===== src/rtl/imm_gen_pipe.sv =====
// Purpose: RISC-V immediate extract/extend (XLEN 32/64) with tag sideband, illegal-select flag and counter.
// Latency: 1 cycle from accepted push to out_valid; 1 entry/cycle sustained with out_ready held high.
// Backpressure: 2-entry buffer; in_ready drops when full, head entry held stable while out_ready is low.
module imm_gen_pipe #(
  parameter int XLEN      = 32,
  parameter int TAG_W     = 8,
  parameter int ERR_CNT_W = 8
) (
  input  logic                 clk,
  input  logic                 rst_n,
  input  logic                 in_valid,
  output logic                 in_ready,
  input  logic [24:0]          instr,
  input  logic [3:0]           imm_sel,
  input  logic [TAG_W-1:0]     in_tag,
  output logic                 out_valid,
  input  logic                 out_ready,
  output logic [XLEN-1:0]      imm_out,
  output logic [TAG_W-1:0]     out_tag,
  output logic                 imm_err,
  output logic [ERR_CNT_W-1:0] err_count
);

  typedef logic [XLEN-1:0] xlen_t;

  // Instruction bits renumbered so ib[n] is architectural instruction bit n.
  logic [31:7] ib;
  assign ib = instr;

  xlen_t dec_imm;
  logic  dec_err;

  // Storage: two entries, wrapping 1-bit pointers, occupancy 0..2.
  xlen_t            imm_q [2];
  logic [TAG_W-1:0] tag_q [2];
  logic             err_q [2];
  logic             rd_ptr;
  logic             wr_ptr;
  logic [1:0]       count;

  logic push;
  logic pop;

  assign in_ready  = (count != 2'd2);
  assign out_valid = (count != 2'd0);
  assign push      = in_valid & in_ready;
  assign pop       = out_valid & out_ready;

  // Format decode at the input; casts of signed values sign-extend, unsigned ones zero-extend.
  always_comb begin
    dec_imm = '0;
    dec_err = 1'b0;
    case (imm_sel)
      4'd0: dec_imm = xlen_t'($signed(ib[31:20]));
      4'd1: begin
        if (XLEN == 64) dec_imm = xlen_t'(ib[25:20]);
        else            dec_imm = xlen_t'(ib[24:20]);
      end
      4'd2: dec_imm = xlen_t'($signed({ib[31:25], ib[11:7]}));
      4'd3: dec_imm = xlen_t'($signed({ib[31], ib[7], ib[30:25], ib[11:8], 1'b0}));
      4'd4: dec_imm = xlen_t'(ib[31:20]);
      4'd5: dec_imm = xlen_t'($signed({ib[31:12], 12'b0}));
      4'd6: dec_imm = xlen_t'($signed({ib[31], ib[19:12], ib[20], ib[30:21], 1'b0}));
      4'd7: dec_imm = xlen_t'({ib[31], ib[7], ib[30:25], ib[11:8], 1'b0});
      4'd8: dec_imm = xlen_t'(ib[19:15]);
      default: begin
        dec_imm = '0;
        dec_err = 1'b1;
      end
    endcase
  end

  // Entry payload write; contents need no reset because occupancy gates the outputs.
  always_ff @(posedge clk) begin
    if (push) begin
      imm_q[wr_ptr] <= dec_imm;
      tag_q[wr_ptr] <= in_tag;
      err_q[wr_ptr] <= dec_err;
    end
  end

  // Pointer and occupancy bookkeeping; reset discards everything held.
  always_ff @(posedge clk) begin
    if (!rst_n) begin
      rd_ptr <= 1'b0;
      wr_ptr <= 1'b0;
      count  <= 2'd0;
    end else begin
      if (push) wr_ptr <= ~wr_ptr;
      if (pop)  rd_ptr <= ~rd_ptr;
      case ({push, pop})
        2'b10:   count <= count + 2'd1;
        2'b01:   count <= count - 2'd1;
        default: count <= count;
      endcase
    end
  end

  // Saturating count of accepted illegal selects; holds at all-ones.
  always_ff @(posedge clk) begin
    if (!rst_n) begin
      err_count <= '0;
    end else if (push && dec_err && (err_count != {ERR_CNT_W{1'b1}})) begin
      err_count <= err_count + 1'b1;
    end
  end

  // Head entry presented from registers only; zeros when empty.
  always_comb begin
    imm_out = '0;
    out_tag = '0;
    imm_err = 1'b0;
    if (out_valid) begin
      imm_out = imm_q[rd_ptr];
      out_tag = tag_q[rd_ptr];
      imm_err = err_q[rd_ptr];
    end
  end

endmodule


===== config.mk =====
export PLATFORM = sky130hd
export DESIGN_NAME = imm_gen_pipe
export DESIGN_NICKNAME = d
export VERILOG_FILES = /design/src/rtl/imm_gen_pipe.sv
export SDC_FILE = /design/constraint.sdc
export NUM_CORES = 1
export LEC_CHECK = 0
export BUFFER_PORTS_ARGS = -buffer_cell sky130_fd_sc_hd__buf_4
export CORE_MARGIN = 1
export CORE_UTILIZATION = 27
export CTS_BUF_LIST = sky130_fd_sc_hd__clkbuf_16
export DETAILED_ROUTE_END_ITERATION = 8
export PLACE_DENSITY = 0.53
export SLEW_MARGIN = 20
export SYNTH_ARGS = -nofsm -noshare
export SYNTH_HDL_FRONTEND = slang
export SYNTH_SLANG_ARGS = --single-unit
export TNS_END_PERCENT = 1

===== constraint.sdc =====
create_clock -name clk -period 4.8 [get_ports clk]
set_input_delay 1.44 -clock clk [delete_from_list [all_inputs] [get_ports clk]]
set_output_delay 1.44 -clock clk [all_outputs]
set_load 0.02 [all_outputs]

# Word-level counts from Yosys, hierarchy flattened

Memories as Yosys holds them, arrays and structs flattened. A register that Yosys moved wholly into a read port is not among the register bits.
Cells that the tools add are included.

Register bits: 12
RAM bits: 82
Bits of input ports: 41
Output and inout port bits: 51
Logic and storage cells: 46
Memories: 3

Add/subtract/negate cells: 3
Equal/unequal tests: 12
Muxes and demuxes: 14
Bitwise operators: 4
Reductions and logical operators: 6

Memories:

| name  | depth | bits a word | read ports | clocked after Yosys merged registers in | wr ports | line | text |
|---|---|---|---|---|---|---|---|
| imm_q | 2     | 32          | 1          | 1                                       | 1        | 34   | `xlen_t imm_q [2];` |
| tag_q | 2     | 8           | 1          | 1                                       | 1        | 35   | `logic [TAG_W-1:0] tag_q [2];` |
| err_q | 2     | 1           | 1          | 1                                       | 1        | 36   | `logic err_q [2];` |

Operators with widths:

| kind                                                | count |
|---|---|
| case mux 32 bit (9 select lines)                    | 1 |
| two-way mux 32 bit                                  | 1 |
| equality test 4 x 3 -> 1 bit, second input constant | 4 |
| two-way mux 1 bit                                   | 10 |
| OR reduction 9 bit                                  | 1 |
| adder 8 x 1 -> 8 bit, second input constant         | 1 |
| equality test 4 x 2 -> 1 bit, second input constant | 2 |
| two-way mux 8 bit                                   | 1 |
| inequality test 8 bit, second input constant        | 1 |
| equality test 4 x 1 -> 1 bit, second input constant | 1 |
| equality test 4 bit, second input constant          | 1 |
| logical NOT 4 bit                                   | 1 |
| case mux 2 bit (2 select lines)                     | 1 |
| nonzero test 2 bit                                  | 2 |
| adder 2 x 1 -> 2 bit, second input constant         | 1 |
| bitwise AND 1 bit                                   | 2 |
| equality test 2 x 1 -> 1 bit, second input constant | 1 |
| equality test 2 bit, second input constant          | 1 |
| logical AND 1 bit                                   | 2 |
| inequality test 2 bit, second input constant        | 1 |
| NOT 1 bit                                           | 2 |
| subtractor 2 x 1 -> 2 bit, second input constant    | 1 |

# Longest topological paths before layout

Depth after elaboration: 5
Gate-level depth with buffers: 7
Mapped depth without buffers: 7

# Least setup slack after synthesis

OpenSTA, ideal clock, no wires.

Kind: input to register
Start point: input port in_valid
End point: memory err_q[0], enable pin
Setup time: 439 ps
Data arrival time: 3259 ps
Required time: 4361 ps
Setup slack: 1102 ps
Stages on the path: 2
Buffers on the path: 0
Path through: nand2_1 -> nor2_1

Longest elaborated chain between the ends: 3

Ends and longest elaborated chain:

| element                                 | line | text |
|---|---|---|
| start, declared                         | 11   | `input logic in_valid,` |
| bitwise AND 1 bit                       | 46   | `assign push = in_valid & in_ready;` |
| two-way mux 1 bit                       | 75   | `if (push) begin` |
| two-way mux 1 bit (implied by the code) | 78   | `err_q[wr_ptr] <= dec_err;` |
| end, declared                           | 36   |  |

Every way passes these cells.

==> metrics.md <==
| Metric | Value |
|---|---|
| Hold-fix buffers at CTS | `0` |
| Die height | `roughly 130 um` |
| R2R setup slack | `approximately 2400 ps` |
| Total GRT Usage | `0.124` |
| Outcome | `complete, no violations` |
| Maximum clock frequency | `276 MHz` |
| End of the worst register-to-register path | `count[1]$_SDFFE_PN0P_` |
| # Post-CTS Setup Buffers | `0` |
| Yosys warnings | `0` |
| Flop pwr share | `0.394` |
| Most common cell in the synthesized netlist | `edfxtp_1` |
| Proportion of synthesized area in mux cells | `0.0985` |
| Post-Synth Simple-Gate Area | `0.140` |
| P_leak | `between 0.002 and 0.0025 uW` |
| First-pass DRT Iterations | `5` |
| Synth unique cells | `44` |
| Via density | `between 4 and 5` |
| Leading cell types by total area after synthesis | `edfxtp_1 59%, mux2i_1 9.8%, dfxtp_1 6.2%` |
| Area Growth Syn to Fin | `28.7%` |
| Switching Share | `0.340` |
| Hold path cells | `2` |
| Detailed-route via count | `~2800` |
| Unrepaired setup endpoints after global routing | `no` |
| Sequential element share of the synthesized area | `0.653` |
| Final Cycle Share | `0.754` |
| Layout cells sized above 1 | `0.282` |
| Switching Power | `1000 uW` |
| Full die area | `~16000 um2` |
| Final Util | `0.354` |
| First-pass GRT wire length | `about 15000 um` |
| FF+latch count, synth | `between 90 and 100` |
| Ys flop type | `edfxtp_1` |
| Main combinational cell family by area after synthesis | `simple AND/OR/NAND/NOR gates` |
| # diodes | `0` |
| Synthesized instance count | `326` |
| Nets | `between 400 and 500` |
| Mean Syn Cell Area | `12.8 um2` |
| Worst setup EP type | `output port` |
| Final Max Tran Viols | `0` |
| Horiz. Die Dim | `126 um` |
| Filler cells | `around 1500` |
| Reg2Reg Launch Point | `count[0]$_SDFFE_PN0P_` |
| Post-Syn Area | `~4200 um2` |
| Hold Path Origin | `err_count[1]$_SDFFE_PN0P_` |
| Clk sinks | `95` |
| Final setup TNS | `0 ps` |
| Number of H-tree levels | `3` |
| Number of buffers created by CTS | `9` |
| Number of remaining DRC errors | `0` |
| Clk_lat worst skew | `330 ps` |
| End of the worst hold path | `err_count[1]$_SDFFE_PN0P_` |
| Final Hold Fails | `0` |
| Port bufs | `91` |
| Synth Area in Compound Gates | `0.0672` |
| Setup CP Type | `flop to output port` |
| RePlAce Congestion | `about 0.8` |
| Post-Synth XOR/XNOR Area | `0.0105` |
| Req. time, crit path | `about 3400 ps` |
| Cell Rows | `45` |
| Worst Skew | `between 7 and 8 ps` |
| Resized Gates After CTS | `0` |
| Area leader, netlist | `edfxtp_1` |
| Clk pin slew, worst setup/hold paths | `approximately 70 ps` |
| CORE AREA | `15100 um2` |
| Worst Reg-to-Reg Cells | `6` |
| CTS tree | `built` |
| Worst setup SP type | `flop` |
| HPWL Detailed | `roughly 6700 um` |
| Worst-Margin Slew | `between 1000 and 1500 ps` |
| Comb pwr share | `0.351` |
| Post-synthesis adder-cell area fraction | `0.00600` |
| Top post-synthesis cells by count | `82 x edfxtp_1, 54 x nor2_1, 41 x mux2i_1` |
| Routed WL per cell | `15.6 um` |
| I/O pins | `92` |
| Longest Clk Path Bufs | `2` |
| WL final | `between 9000 and 10000 um` |
| Final setup viols | `0` |
| P_int | `around 1900 uW` |
| Antenna violations before repair | `0` |
| Synth top area share | `0.591` |
| Worst Path Arrival | `2180 ps` |
| VDD IR max | `0.000233 V` |
| First DRT Iteration DRCs | `between 150 and 200` |
| Cell Pwr Density | `between 500 and 600 nW/um2` |
| Clk pwr share | `0.255` |
| Total grt overflow | `0` |
| CTS root buffer | `clkbuf_16` |
| CP max FO | `31` |
| Hold Crit Class | `flop to flop` |
| Tmin final | `approximately 3600 ps` |
| Max-slew headroom | `0.314` |
| Vias in the first global route | `2851` |
| Net Count, Synth | `about 370` |
| Post-synth EDFFs | `between 80 and 90` |
| Largest net degree at the start of global routing | `43` |
| Max-cap viol count | `0` |
| Initial core utilization | `0.275` |
| Ys async rst share | `0` |
| Routed Antenna Nets | `0` |
## layout by cell type (no fill, tap or decap), types with 2 or more instances in the layout
cell / synthesis / final
ha_1: 2 / 2
xnor2_1: 2 / 2
dfxtp_1: 13 / 12
mux2i_1: 41 / 41
a222oi_1: 4 / 4
xor2_1: 3 / 3
nor2b_1: 5 / 5
inv_6: 0 / 3
clkbuf_16: 0 / 9
o21ai_0: 4 / 4
nor2_1: 54 / 52
nor2_4: 0 / 2
bufinv_16: 0 / 2
o31ai_1: 2 / 2
a21o_1: 9 / 9
buf_4: 0 / 93
a21oi_1: 9 / 9
nand3_1: 4 / 4
nand2_1: 29 / 29
edfxtp_1: 82 / 82
and2_1: 9 / 9
inv_1: 7 / 8
or4_1: 2 / 2
o41ai_1: 2 / 2
or3_1: 2 / 2
a211oi_1: 2 / 2
## registers in the layout, summed over array words and instances, names as in the netlist, named ones only
signal     count
tag_q         16
err_count      8
imm_q         64
err_q          2
rd_ptr         1
wr_ptr         1
count          2
## power groups by stage
stage               registers [uW]  logic (uW)  clock network, uW
global route                  1180        1130                800
CTS                           1170        1060                768
detailed placement            1180        1060                  0
finish                        1160        1030                753
floorplan                     1120         686                  0
global placement              1180        1050                  0
## through the flow
stage	hold WS (ps)	power [uW]	area, um2	worst slack [ps]	std cells
2_1_floorplan	467	1800	4170	1100	326
6_report	524	2950	5360	1180	606
5_1_grt	567	3110	5360	1030	606
4_1_cts	528	2990	5360	1130	606
3_3_place_gp	507	2230	5040	1550	590
3_5_place_dp	510	2240	5040	1510	590
## worst max-delay path, stage by stage (launching register included)
cell     delay [ps]
dfxtp_2         990
buf_4           370
mux2i_1         210
nor2_1           60
buf_4           200
## routing by layer
metal / GRT usage / wire, um / up-vias
met5: 0 / 0 / -
met4: 0.0383 / 125 / 0
met3: 0.0353 / 592 / 10
met2: 0.197 / 4380 / 86
met1: 0.163 / 4330 / 1330
li1: - / - / 1363
## cells by family (layout without fill, tap and decap cells)
logic type | after synthesis | in the layout
adder cells (fa/ha/maj) | 2 | 2
XOR/XNOR | 5 | 5
multiplexers | 41 | 41
flip-flops | 95 | 95
buffers and inverters | 24 | 116
AND/OR/NAND/NOR | 120 | 120
AO/OA/AOI/OAI | 39 | 39
## worst max path at each step
stage	slack (ps)	end
2_1_floorplan	1100	err_q[0]$_DFFE_PP_
4_1_cts	1130	imm_out[13]
3_5_place_dp	1510	imm_out[13]
3_3_place_gp	1550	imm_out[31]
5_1_grt	1030	imm_out[13]
6_report	1180	imm_out[13]
## layout make-up
class | instances | area [um2] | share of cell area
clock buffer | 9 | 225 | 0.0420
sequential | 95 | 2720 | 0.508
tap | 188 | 235 | 0.0439
inverter | 7 | 26.3 | 0.00490
clock inverter | 7 | 93.8 | 0.0175
timing repair buffer | 93 | 698 | 0.130
multi-input combinational | 207 | 1360 | 0.254
No activity file was read; power rests on OpenSTA's default activity.
